$ cat src/rtl/xadc_mavg_filter.sv
// Moving average of the last 2^LOG2_TAPS samples of one XADC DRP channel; result 3 cycles after accept.
// in_ready drops while a sample is in flight; a matching strobe then is dropped and sets sticky overrun. Optional PRIME fill: XADC_MAVG_PRIME_EN.
module xadc_mavg_filter #(
   parameter int         LOG2_TAPS = 4,
   parameter logic [6:0] CHANNEL   = 7'h1E
) (
   input  logic        clk,
   input  logic        rst,
   input  logic        in_valid,
   input  logic [6:0]  in_addr,
   input  logic [15:0] in_data,
   output logic        in_ready,
   output logic        out_valid,
   output logic [11:0] out_data,
   output logic [7:0]  dac_code,
   output logic        settled,
   output logic        overrun
);
   localparam int                 TAPS      = 1 << LOG2_TAPS;
   localparam int                 SW        = 12 + LOG2_TAPS;
   localparam logic [LOG2_TAPS:0] FILL_FULL = TAPS[LOG2_TAPS:0];
   localparam logic [LOG2_TAPS-1:0] PTR_ONE = 1;
`ifdef XADC_MAVG_PRIME_EN
   localparam logic [LOG2_TAPS-1:0] PTR_LAST = '1;
`endif

   typedef enum logic [1:0] {
      S_IDLE   = 2'd0,
      S_READ   = 2'd1,
      S_UPDATE = 2'd2
`ifdef XADC_MAVG_PRIME_EN
      , S_PRIME = 2'd3
`endif
   } state_t;

   state_t               state_q, state_d;
   logic [SW-1:0]        sum_q, sum_d;
   logic [LOG2_TAPS-1:0] ptr_q, ptr_d;
   logic [LOG2_TAPS:0]   fill_q, fill_d;
   logic [11:0]          x_q, x_d;
   logic [11:0]          old_q, old_d;
   logic                 in_ready_q, in_ready_d;
   logic                 out_valid_q, out_valid_d;
   logic [11:0]          out_data_q, out_data_d;
   logic [7:0]           dac_q, dac_d;
   logic                 overrun_q, overrun_d;
   logic                 mem_we;
   logic [11:0]          mem_q [TAPS];
   logic                 match, accept;
   logic                 unused_bits;

   assign unused_bits = ^in_data[3:0];
   assign match  = in_valid && (in_addr == CHANNEL);
   assign accept = match && in_ready_q;

   always_comb begin
      state_d     = state_q;
      sum_d       = sum_q;
      ptr_d       = ptr_q;
      fill_d      = fill_q;
      x_d         = x_q;
      old_d       = old_q;
      in_ready_d  = in_ready_q;
      out_valid_d = 1'b0;
      out_data_d  = out_data_q;
      dac_d       = dac_q;
      overrun_d   = overrun_q | (match && !in_ready_q);
      mem_we      = 1'b0;
      case (state_q)
         S_IDLE: begin
            if (accept) begin
               x_d        = in_data[15:4];
               in_ready_d = 1'b0;
`ifdef XADC_MAVG_PRIME_EN
               state_d    = (fill_q == '0) ? S_PRIME : S_READ;
`else
               state_d    = S_READ;
`endif
            end
         end
         S_READ: begin
            // Until the window is full the slot holds stale RAM, so it contributes nothing.
            old_d   = (fill_q < FILL_FULL) ? 12'd0 : mem_q[ptr_q];
            state_d = S_UPDATE;
         end
         S_UPDATE: begin
            sum_d       = sum_q + {{LOG2_TAPS{1'b0}}, x_q} - {{LOG2_TAPS{1'b0}}, old_q};
            mem_we      = 1'b1;
            ptr_d       = ptr_q + PTR_ONE;
            if (fill_q < FILL_FULL) fill_d = fill_q + 1'b1;
            out_valid_d = 1'b1;
            out_data_d  = sum_d[LOG2_TAPS +: 12];
            dac_d       = sum_d[LOG2_TAPS+4 +: 8];
            in_ready_d  = 1'b1;
            state_d     = S_IDLE;
         end
`ifdef XADC_MAVG_PRIME_EN
         S_PRIME: begin
            mem_we = 1'b1;
            ptr_d  = ptr_q + PTR_ONE;
            if (ptr_q == PTR_LAST) begin
               sum_d       = {x_q, {LOG2_TAPS{1'b0}}};
               fill_d      = FILL_FULL;
               out_valid_d = 1'b1;
               out_data_d  = x_q;
               dac_d       = x_q[11:4];
               in_ready_d  = 1'b1;
               state_d     = S_IDLE;
            end
         end
`endif
         default: state_d = S_IDLE;
      endcase
   end

   always_ff @(posedge clk) begin
      if (rst) begin
         state_q     <= S_IDLE;
         sum_q       <= '0;
         ptr_q       <= '0;
         fill_q      <= '0;
         x_q         <= '0;
         old_q       <= '0;
         in_ready_q  <= 1'b1;
         out_valid_q <= 1'b0;
         out_data_q  <= '0;
         dac_q       <= '0;
         overrun_q   <= 1'b0;
      end else begin
         state_q     <= state_d;
         sum_q       <= sum_d;
         ptr_q       <= ptr_d;
         fill_q      <= fill_d;
         x_q         <= x_d;
         old_q       <= old_d;
         in_ready_q  <= in_ready_d;
         out_valid_q <= out_valid_d;
         out_data_q  <= out_data_d;
         dac_q       <= dac_d;
         overrun_q   <= overrun_d;
      end
   end

   always_ff @(posedge clk) begin
      if (mem_we && !rst) mem_q[ptr_q] <= x_q;
   end

   assign in_ready  = in_ready_q;
   assign out_valid = out_valid_q;
   assign out_data  = out_data_q;
   assign dac_code  = dac_q;
   assign settled   = (fill_q == FILL_FULL);
   assign overrun   = overrun_q;
endmodule

$ cat config.mk
export PLATFORM = sky130hd
export DESIGN_NAME = xadc_mavg_filter
export DESIGN_NICKNAME = d
export VERILOG_FILES = /design/src/rtl/xadc_mavg_filter.sv
export SDC_FILE = /design/constraint.sdc
export NUM_CORES = 1
export LEC_CHECK = 0
export ABC_AREA = 0
export BUFFER_PORTS_ARGS = -buffer_cell sky130_fd_sc_hd__clkbuf_2
export CORE_MARGIN = 3
export CORE_UTILIZATION = 30
export CTS_BUF_LIST = sky130_fd_sc_hd__clkbuf_2
export CTS_CLUSTER_SIZE = 8
export DETAILED_ROUTE_END_ITERATION = 12
export PLACE_DENSITY = 0.49
export SETUP_SLACK_MARGIN = 0.3
export SLEW_MARGIN = 20
export SYNTH_ARGS = -nofsm -noshare
export SYNTH_HDL_FRONTEND = slang
export SYNTH_SLANG_ARGS = --single-unit
$ cat constraint.sdc
create_clock -name clk -period 2.9 [get_ports clk]
set_input_delay 0 -clock clk [delete_from_list [all_inputs] [get_ports clk]]
set_output_delay 0 -clock clk [all_outputs]
set_load 0.02 [all_outputs]
==> results of run 1 <==
## worst max-delay path: cells and delay by family (launching register included)
| kind | cells | cell delay (ns) |
|---|---|---|
| AOI/OAI and AO/OA | 2 | 0.31 |
| and+or+nand+nor | 3 | 0.84 |
| buffers and inverters | 2 | 0.09 |
| DFF | 1 | 0.37 |
| adders and majority gates | 2 | 0.82 |
## registers in the layout (all words and copies together) (netlist names), named ones only
name       cells
fill_q         5
in_ready       1
mem_q        192
old_q         12
out_valid      1
overrun        1
ptr_q          4
state_q        2
sum_q         16
x_q           12
## cells in the final DEF (no fill, tap or decap), types with 11 or more instances in the layout
cell type,synthesis,routed
edfxtp_1,192,192
a21oi_1,21,16
dlygate4sd3_1,0,42
mux4_2,56,56
ha_1,22,14
nand3_1,11,11
nor2_1,52,52
mux2i_1,12,12
dfxtp_2,0,16
buf_4,20,53
nand2_1,27,27
fa_1,12,11
a32o_1,12,12
clkbuf_2,0,140
dfxtp_1,58,37
inv_1,59,58
## kinds of logic after synthesis
family,synth area share (%)
AND/OR/NAND/NOR,5.61
flip-flops,64.1
AO/OA/AOI/OAI,6.13
XOR/XNOR,0.649
adder cells (fa/ha/maj),4.77
multiplexers,13.8
buffers and inverters,4.94
## metrics by stage
stage / hold slack (ns) / utilization, % / total power [mW] / instances
detailed placement: 0.254 / 33.6 / 3.96 / 1196
finish: 0.234 / 37.3 / 6.35 / 1355
floorplan: 0.143 / - / 3.93 / 697
global placement: 0.241 / 33.6 / 3.96 / 1196
global route: 0.223 / 37.3 / 6.66 / 1355
CTS: 0.125 / 36.8 / 6.47 / 1352
## power by group through the flow
stage               clock network [mW]  logic, mW  registers (mW)
finish                            2.44      0.109            3.80
global route                      2.73      0.120            3.80
CTS                               2.56      0.109            3.80
detailed placement                   0     0.0791            3.88
global placement                     0     0.0793            3.88
floorplan                            0     0.0476            3.88
## worst paths after layout
check | endpoint | startpoint | cells past startpoint | slack (ns)
setup / recovery | sum_q[13] | sum_q[10] | 9 | 0.38
hold / removal | fill_q[2] | rst | 4 | 0.23
setup reg to reg | sum_q[13] | sum_q[10] | 9 | 0.38
hold reg to reg | sum_q[3] | sum_q[3] | 2 | 0.46
## what timing repair did
item,in CTS,in global routing
resized for setup,13,28
setup buffers,6,2
hold buffers,42,0
pin swaps,5,8
hold endpoints to repair,82,0
setup endpoints to repair,7,9
## layout make-up
type | instances | area (sq um)
fillers | 3384 | 21900
flip-flops and latches | 250 | 6970
multi-input cells | 334 | 3530
repair buffers | 146 | 1150
well taps | 455 | 569
clock buffers | 95 | 475
inverters | 61 | 229
clock inverters | 13 | 110
diodes | 1 | 2.50
## per-layer routing
metal / global-route usage (%) / up-vias / wire (um)
li1: - / 3016 / -
met4: 3.64 / 0 / 313
met5: 0 / - / 0
met1: 18.3 / 3369 / 11800
met3: 3.35 / 29 / 1180
met2: 22.7 / 146 / 12800
==> impl_metrics.tcl, run 1 <==
set metrics [dict create \
    crit_type "flop to flop" \
    viasPerCell 4.84 \
    initial_core_util_pct 30.9 \
    cts_tree "done" \
    dpl_cell_area_sq_mm 0.0118 \
    max_freq_ghz 0.396 \
    htreeDepth 3 \
    ir_drop_mv 0.194 \
    place_ws_ns 0.145 \
    gr-total-overflow 0 \
    drt_iter0_markers 426 \
    fin_skew_ns 0.0552 \
    clkTransAtPathRegs_ns 0.10 \
    critPathSlowestCell "fa_1" \
    cts.sinks 250 \
    ys.flop_type "edfxtp_1" \
    path_cells "inv_1 > fa_1 > inv_1 > ha_1 > and3_4 > and3_4 > a41o_1 > or4_1 > o311ai_1" \
    switchingPower_mw 1.45 \
    synthTopCellsByCount "edfxtp_1 (192), inv_1 (59), dfxtp_1 (58), mux4_2 (56), nor2_1 (52)" \
    antenna_found_initial 1 \
    synth-async-reset-ratio_pct 0 \
    ys_ff_latch 250 \
    p_leak_nw 4.71 \
    p_per_area_mw_per_mm2 487 \
    die_w_um 196 \
    report.final.slew_viol_count 0 \
    grt_max_degree 40 \
    worstSkewPairLatency_ns 0.79 \
    p_seq_share_pct 59.9 \
    synth.most_common_cell "edfxtp_1" \
    via_count 6560 \
    die-height_um 196 \
    min_period_ns 2.52 \
    nNetsFinal 919 \
    setup_ws_ns 0.376 \
    synth_top_area_share_pct 53.4 \
    cp.arrival_ns 3.19 \
    io_pins 50 \
    internal-power_mw 4.89 \
    place_congestion 0.784 \
    placementRows 68 \
    syn_avg_cell_area_sq_um 15.5 \
    wl_per_cell_um 19.3 \
    first_pass_iters 4 \
    hold_path_class "input port to flop" \
    dieArea_sq_mm 0.0383 \
    area_growth_pct 20.7 \
    setup_tns_ns 0 \
    syn-cell-area_sq_mm 0.0108 \
    cp_slowest_stage_delay_ns 0.52 \
    cts_buffer_depth 3 \
    drt-total-wl_mm 26.1 \
    synth_top_area_cell "edfxtp_1" \
    rsz0062_at_grt "false" \
    cap_viol_max_count 0 \
    ys_seq_area_share_pct 64.1 \
    worst_pin_slew_ns 0.752 \
    yosys_warnings 0 \
    synthCells 697 \
    port_buffers 45 \
    syn_nets 757 \
    startpoint_type "flop" \
    hold_viol 0 \
    track_usage_pct 13.8 \
    grt_pass1_wl_mm 40.2 \
    setup_violations 0 \
    slew_headroom_pct 49.7 \
    netlist-cell-type-count 55 \
    p_comb_share_pct 1.7 \
    worstPathMaxFanout 4 \
    synth_edf_count 192 \
    ant_nets 0 \
    netSwitchingFraction_pct 22.9 \
    dp_hpwl_mm 16.5 \
    min_period_over_period_pct 87.0 \
    drive_gt1_share_pct 34.4 \
    crit_required_ns 3.57 \
    drc_errors 0 \
    pwr-share-clk_pct 38.4 \
    core_sq_mm 0.0350 \
    worst_setup_path_end_kind "flop" \
    synth_top_cells_by_area "edfxtp_1 (53%), mux4_2 (12%), dfxtp_1 (11%)" \
    cts_made_buffers 66 \
    status "completed" \
    grt_pass1_vias 6862 \
    clock_tree.root_cell "clkbuf_2" \
    fin_area_sq_mm 0.0130 \
]
(Power assumes the default switching activity.)
==> inputs of run 2 (changes only) <==
- CORE_MARGIN: 3 -> 4
==> impl_metrics.tcl, run 2 (synthesized netlist as in run 1, its figures left out) <==
set metrics [dict create \
    status "completed" \
    ir_drop_mv 0.202 \
    die_w_um 198 \
    crit_top_cell "inv_1" \
    p_seq_share_pct 58.8 \
    p_leak_nw 4.78 \
    grt_max_degree 29 \
    netSwitchingFraction_pct 24.1 \
    dp_hpwl_mm 16.7 \
    p_comb_share_pct 1.8 \
    nNetsFinal 937 \
    place_ws_ns 0.193 \
    area_growth_pct 22.6 \
    grt_pass1_vias 6800 \
    ant_nets 0 \
    io_pins 50 \
    drt_iter0_markers 331 \
    via_count 6574 \
    place_congestion 0.825 \
    hold_viol 0 \
    worst_setup_path_end_kind "flop" \
    drc_errors 0 \
    min_period_ns 2.54 \
    setup_ws_ns 0.362 \
    holdCritStartpoint "rst" \
    ff2ff_path_depth 9 \
    clkTransAtPathRegs_ns 0.10 \
    crit_required_ns 3.58 \
    track_usage_pct 13.6 \
    report.final.slew_viol_count 0 \
    core_sq_mm 0.0356 \
    gr-total-overflow 0 \
    p_per_area_mw_per_mm2 488 \
    whs_path_depth 3 \
    hold_end "fill_q[1]" \
    cts_tree "done" \
    slew_headroom_pct 28.0 \
    wl_per_cell_um 19.1 \
    cp.arrival_ns 3.22 \
    viasPerCell 4.75 \
    cp_slowest_stage_delay_ns 0.52 \
    startpoint "sum_q[6]" \
    cts.sinks 250 \
    cts_made_buffers 68 \
    final_common_cell "edfxtp_1" \
    largest_registers "mem_q x192, sum_q x16" \
    internal-power_mw 4.91 \
    final_cell_mix "edfxtp_1 (192), clkbuf_2 (136), buf_4 (60)" \
    setup_tns_ns 0 \
    dieArea_sq_mm 0.0391 \
    grt_pass1_wl_mm 40.4 \
    regMostFlops "mem_q" \
    cp_top_family "adder cells" \
    crit_type "flop to flop" \
    antenna_found_initial 1 \
    startpoint_type "flop" \
    clock_tree.root_cell "clkbuf_2" \
    largest_register_ffs 192 \
    final_core_util_pct 37.2 \
    rsz0062_at_grt "true" \
    max_freq_ghz 0.394 \
    placementRows 69 \
    r2r_end "sum_q[13]" \
    worstPathMaxFanout 3 \
    pwr-share-clk_pct 39.5 \
    initial_core_util_pct 30.4 \
    first_pass_iters 5 \
    die-height_um 198 \
    worstSkewPairLatency_ns 0.85 \
    critPathSlowestCell "fa_1" \
    fill_cells 3440 \
    port_buffers 45 \
    fin_skew_ns 0.103 \
    path_cells "inv_1 > fa_1 > inv_1 > ha_1 > a21o_1 > a41oi_2 > a21oi_2 > or4_1 > o311ai_1" \
    regArea_sq_mm 0.00697 \
    worst_pin_slew_ns 1.08 \
    cap_viol_max_count 0 \
    ff2ff_setup_slack_ns 0.36 \
    cts_buffer_depth 3 \
    htreeDepth 3 \
    multiInputGateArea_sq_mm 0.00355 \
    drive_gt1_share_pct 34.1 \
    hold_path_class "input port to flop" \
    setup_violations 0 \
    drt-total-wl_mm 26.5 \
    min_period_over_period_pct 87.5 \
    switchingPower_mw 1.56 \
    path_buf_inv 2 \
    worstReg2RegStart "sum_q[6]" \
]
## run 2: cell type report
| cell class | count | area share (%) |
|---|---|---|
| antenna | 1 | 0.0189 |
| clock buffer | 91 | 3.44 |
| clock inverter | 24 | 1.29 |
| inverter | 61 | 1.73 |
| multi-input combinational | 334 | 26.8 |
| sequential | 250 | 52.6 |
| tap | 461 | 4.36 |
| timing repair buffer | 162 | 9.72 |
## run 2: power by group through the flow
stage	clock network (mW)	registers (mW)	logic (mW)
global route	2.87	3.80	0.124
CTS	2.67	3.80	0.111
finish	2.55	3.80	0.114
detailed placement	0	3.88	0.0787
global placement	0	3.88	0.0785
floorplan	0	3.88	0.0476
## run 2: timing repair
action                                 CTS  global route
setup endpoints to repair                4            10
setup buffers                            5             6
hold buffers                            53             0
endpoints found under the hold margin   37             0
resized for setup                       14            29
pin swaps                                5             8
## run 2: how the worst max path moves through the flow
stage,endpoint,cells after the start,slack [ns]
finish,sum_q[13],9,0.36
global placement,sum_q[13],9,0.20
floorplan,sum_q[13],10,0.26
global route,sum_q[13],10,0.27
CTS,sum_q[13],9,0.27
detailed placement,sum_q[13],9,0.19
## run 2: metrics by stage
step	std cells	area (sq um)	power [mW]	hold slack [ns]
CTS	1377	13000	6.58	0.115
floorplan	697	10800	3.93	0.143
finish	1384	13200	6.46	0.184
detailed placement	1204	11800	3.96	0.239
global route	1384	13200	6.80	0.146
global placement	1204	11800	3.96	0.236
## run 2: metal layers
layer	share of wire [%]	vias up	track usage [%]
met3	4.5	40	3.28
met2	49	148	22.2
met4	1.5	0	3.67
met5	0	-	0
li1	-	3053	-
met1	45	3333	18.3
## run 2: worst reg2reg max path, cell delays in order (launching register included)
cell and delay [ns]:
dfxtp_2 0.35, inv_1 0.06, fa_1 0.52, inv_1 0.04, ha_1 0.29, a21o_1 0.25
a41oi_2 0.23, a21oi_2 0.10, or4_1 0.51, o311ai_1 0.08
==> inputs of run 3 (changes only) <==
- BUFFER_PORTS_ARGS: -buffer_cell sky130_fd_sc_hd__clkbuf_2 -> unset
- DONT_BUFFER_PORTS: unset -> 1
- PLACE_DENSITY: 0.49 -> 0.48
==> impl_metrics.tcl, run 3 (synthesized netlist as in run 1, its figures left out) <==
set metrics [dict create \
    place_ws_ns 0.169 \
    die-height_um 198 \
    crit_required_ns 3.55 \
    switchingPower_mw 1.49 \
    cts_made_buffers 69 \
    slew_headroom_pct 47.5 \
    initial_core_util_pct 30.4 \
    track_usage_pct 13.4 \
    largest_registers "mem_q x192, sum_q x16" \
    fill_cells 3397 \
    die_w_um 198 \
    netSwitchingFraction_pct 23.1 \
    core_sq_mm 0.0356 \
    grt_max_degree 49 \
    drc_errors 0 \
    nNetsFinal 874 \
    p_seq_share_pct 59.1 \
    final_common_cell "edfxtp_1" \
    status "completed" \
    drt-total-wl_mm 26.0 \
    p_leak_nw 4.50 \
    wl_per_cell_um 19.6 \
    r2r_end "sum_q[14]" \
    setup_violations 0 \
    final_cell_mix "edfxtp_1 (192), clkbuf_2 (101), buf_4 (60)" \
    cts_tree "done" \
    worstSkewPairLatency_ns 0.81 \
    dp_hpwl_mm 16.5 \
    worstReg2RegStart "sum_q[8]" \
    placementRows 69 \
    cp.arrival_ns 3.17 \
    io_pins 50 \
    crit_path_end "sum_q[14]" \
    setup_ws_ns 0.384 \
    first_pass_iters 4 \
    critPathSlowestCell "fa_1" \
    worst_setup_path_end_kind "flop" \
    setup_tns_ns 0 \
    worst_pin_slew_ns 0.786 \
    drive_gt1_share_pct 32.6 \
    htreeDepth 3 \
    regMostFlops "mem_q" \
    crit_top_cell "inv_1" \
    pwr-share-clk_pct 39.5 \
    startpoint "sum_q[8]" \
    fin_skew_ns 0.0843 \
    hold_viol 0 \
    ant_nets 0 \
    largest_register_ffs 192 \
    ff2ff_setup_slack_ns 0.38 \
    port_buffers 0 \
    p_comb_share_pct 1.3 \
    crit_type "flop to flop" \
    grt_pass1_wl_mm 40.1 \
    viasPerCell 4.86 \
    cts.sinks 250 \
    antenna_found_initial 2 \
    drt_iter0_markers 320 \
    startpoint_type "flop" \
    min_period_over_period_pct 86.8 \
    min_period_ns 2.52 \
    place_congestion 0.819 \
    hold_path_class "input port to flop" \
    worstPathMaxFanout 3 \
    clkTransAtPathRegs_ns 0.11 \
    power_mw 6.43 \
    ir_drop_mv 0.257 \
    ff2ff_path_depth 10 \
    cp_slowest_stage_delay_ns 0.53 \
    gr-total-overflow 0 \
    grt_pass1_vias 7027 \
    clock_tree.root_cell "clkbuf_2" \
    rsz0062_at_grt "true" \
    path_cells "inv_1 > fa_1 > inv_1 > ha_4 > and3_4 > buf_4 > a221oi_4 > nor2_2 > a2111o_1 > o211ai_1" \
    cap_viol_max_count 0 \
    report.final.slew_viol_count 0 \
    p_per_area_mw_per_mm2 500 \
    via_count 6439 \
    area_growth_pct 19.1 \
    internal-power_mw 4.95 \
    dieArea_sq_mm 0.0391 \
    cts_buffer_depth 3 \
    max_freq_ghz 0.397 \
]
run 3: cell count changes in the layout (fill, tap and decap cells not counted), sizes merged:
cell         delta
buf             +2
clkbuf         -35
clkinv          -3
diode           +1
dlygate4sd3    -21
inv             -2
run 3: what timing repair did:
item	in CTS	in global routing
resized for setup	18	25
setup endpoints to repair	6	9
endpoints found under the hold margin	230	0
buffers inserted	7	2
hold buffers	33	0
pin swaps	9	13
run 3: how the worst min path moves through the flow:
stage / from / cells after the start / endpoint / slack, ns
after floorplan: in_data[14] / 2 / x_q[10] / 0.14
after global placement: rst / 1 / x_q[10] / 0.07
after detailed placement: rst / 1 / x_q[10] / 0.07
after CTS: rst / 3 / x_q[8] / 0.04
after global routing: rst / 3 / x_q[8] / 0.11
final: rst / 3 / x_q[8] / 0.16
run 3: stage by stage:
step | hold WS, ns | area (sq um) | cells | util, %
floorplan | 0.143 | 10800 | 697 | -
global placement | 0.0689 | 11600 | 1162 | 32.5
detailed placement | 0.0704 | 11600 | 1162 | 32.5
CTS | 0.0401 | 12700 | 1322 | 35.7
global route | 0.110 | 12900 | 1326 | 36.2
finish | 0.158 | 12900 | 1326 | 36.2
run 3: cell type report:
| type | count | area (sq um) | area share, % |
|---|---|---|---|
| inverters | 61 | 229 | 1.78 |
| clock inverters | 19 | 136 | 1.06 |
| well taps | 461 | 577 | 4.48 |
| flip-flops and latches | 250 | 6960 | 54.1 |
| repair buffers | 98 | 873 | 6.79 |
| multi-input cells | 334 | 3580 | 27.8 |
| clock buffers | 101 | 505 | 3.93 |
| diodes | 2 | 5.00 | 0.0389 |
run 3: worst max-delay path, delay by kind of cell, from the launching register on:
| kind | cells | cell delay (ns) |
|---|---|---|
| flops | 1 | 0.35 |
| fa+ha+maj | 2 | 0.77 |
| simple gates | 2 | 0.24 |
| buf+inv | 3 | 0.28 |
| compound gates | 3 | 0.75 |
run 3: power by group through the flow:
stage | clock network [mW] | logic [mW] | registers [mW]
floorplan | 0 | 0.0476 | 3.88
global placement | 0 | 0.0416 | 3.89
detailed placement | 0 | 0.0424 | 3.89
CTS | 2.68 | 0.0817 | 3.81
global route | 2.87 | 0.0900 | 3.81
finish | 2.54 | 0.0843 | 3.81
run 3: metal layers:
layer | share of wire, % | routed length [um] | track usage [%]
met1 | 40 | 10500 | 16.0
met2 | 51 | 13300 | 23.2
met3 | 5.8 | 1500 | 3.15
met4 | 2.6 | 669 | 5.81
met5 | 0 | 0 | 0
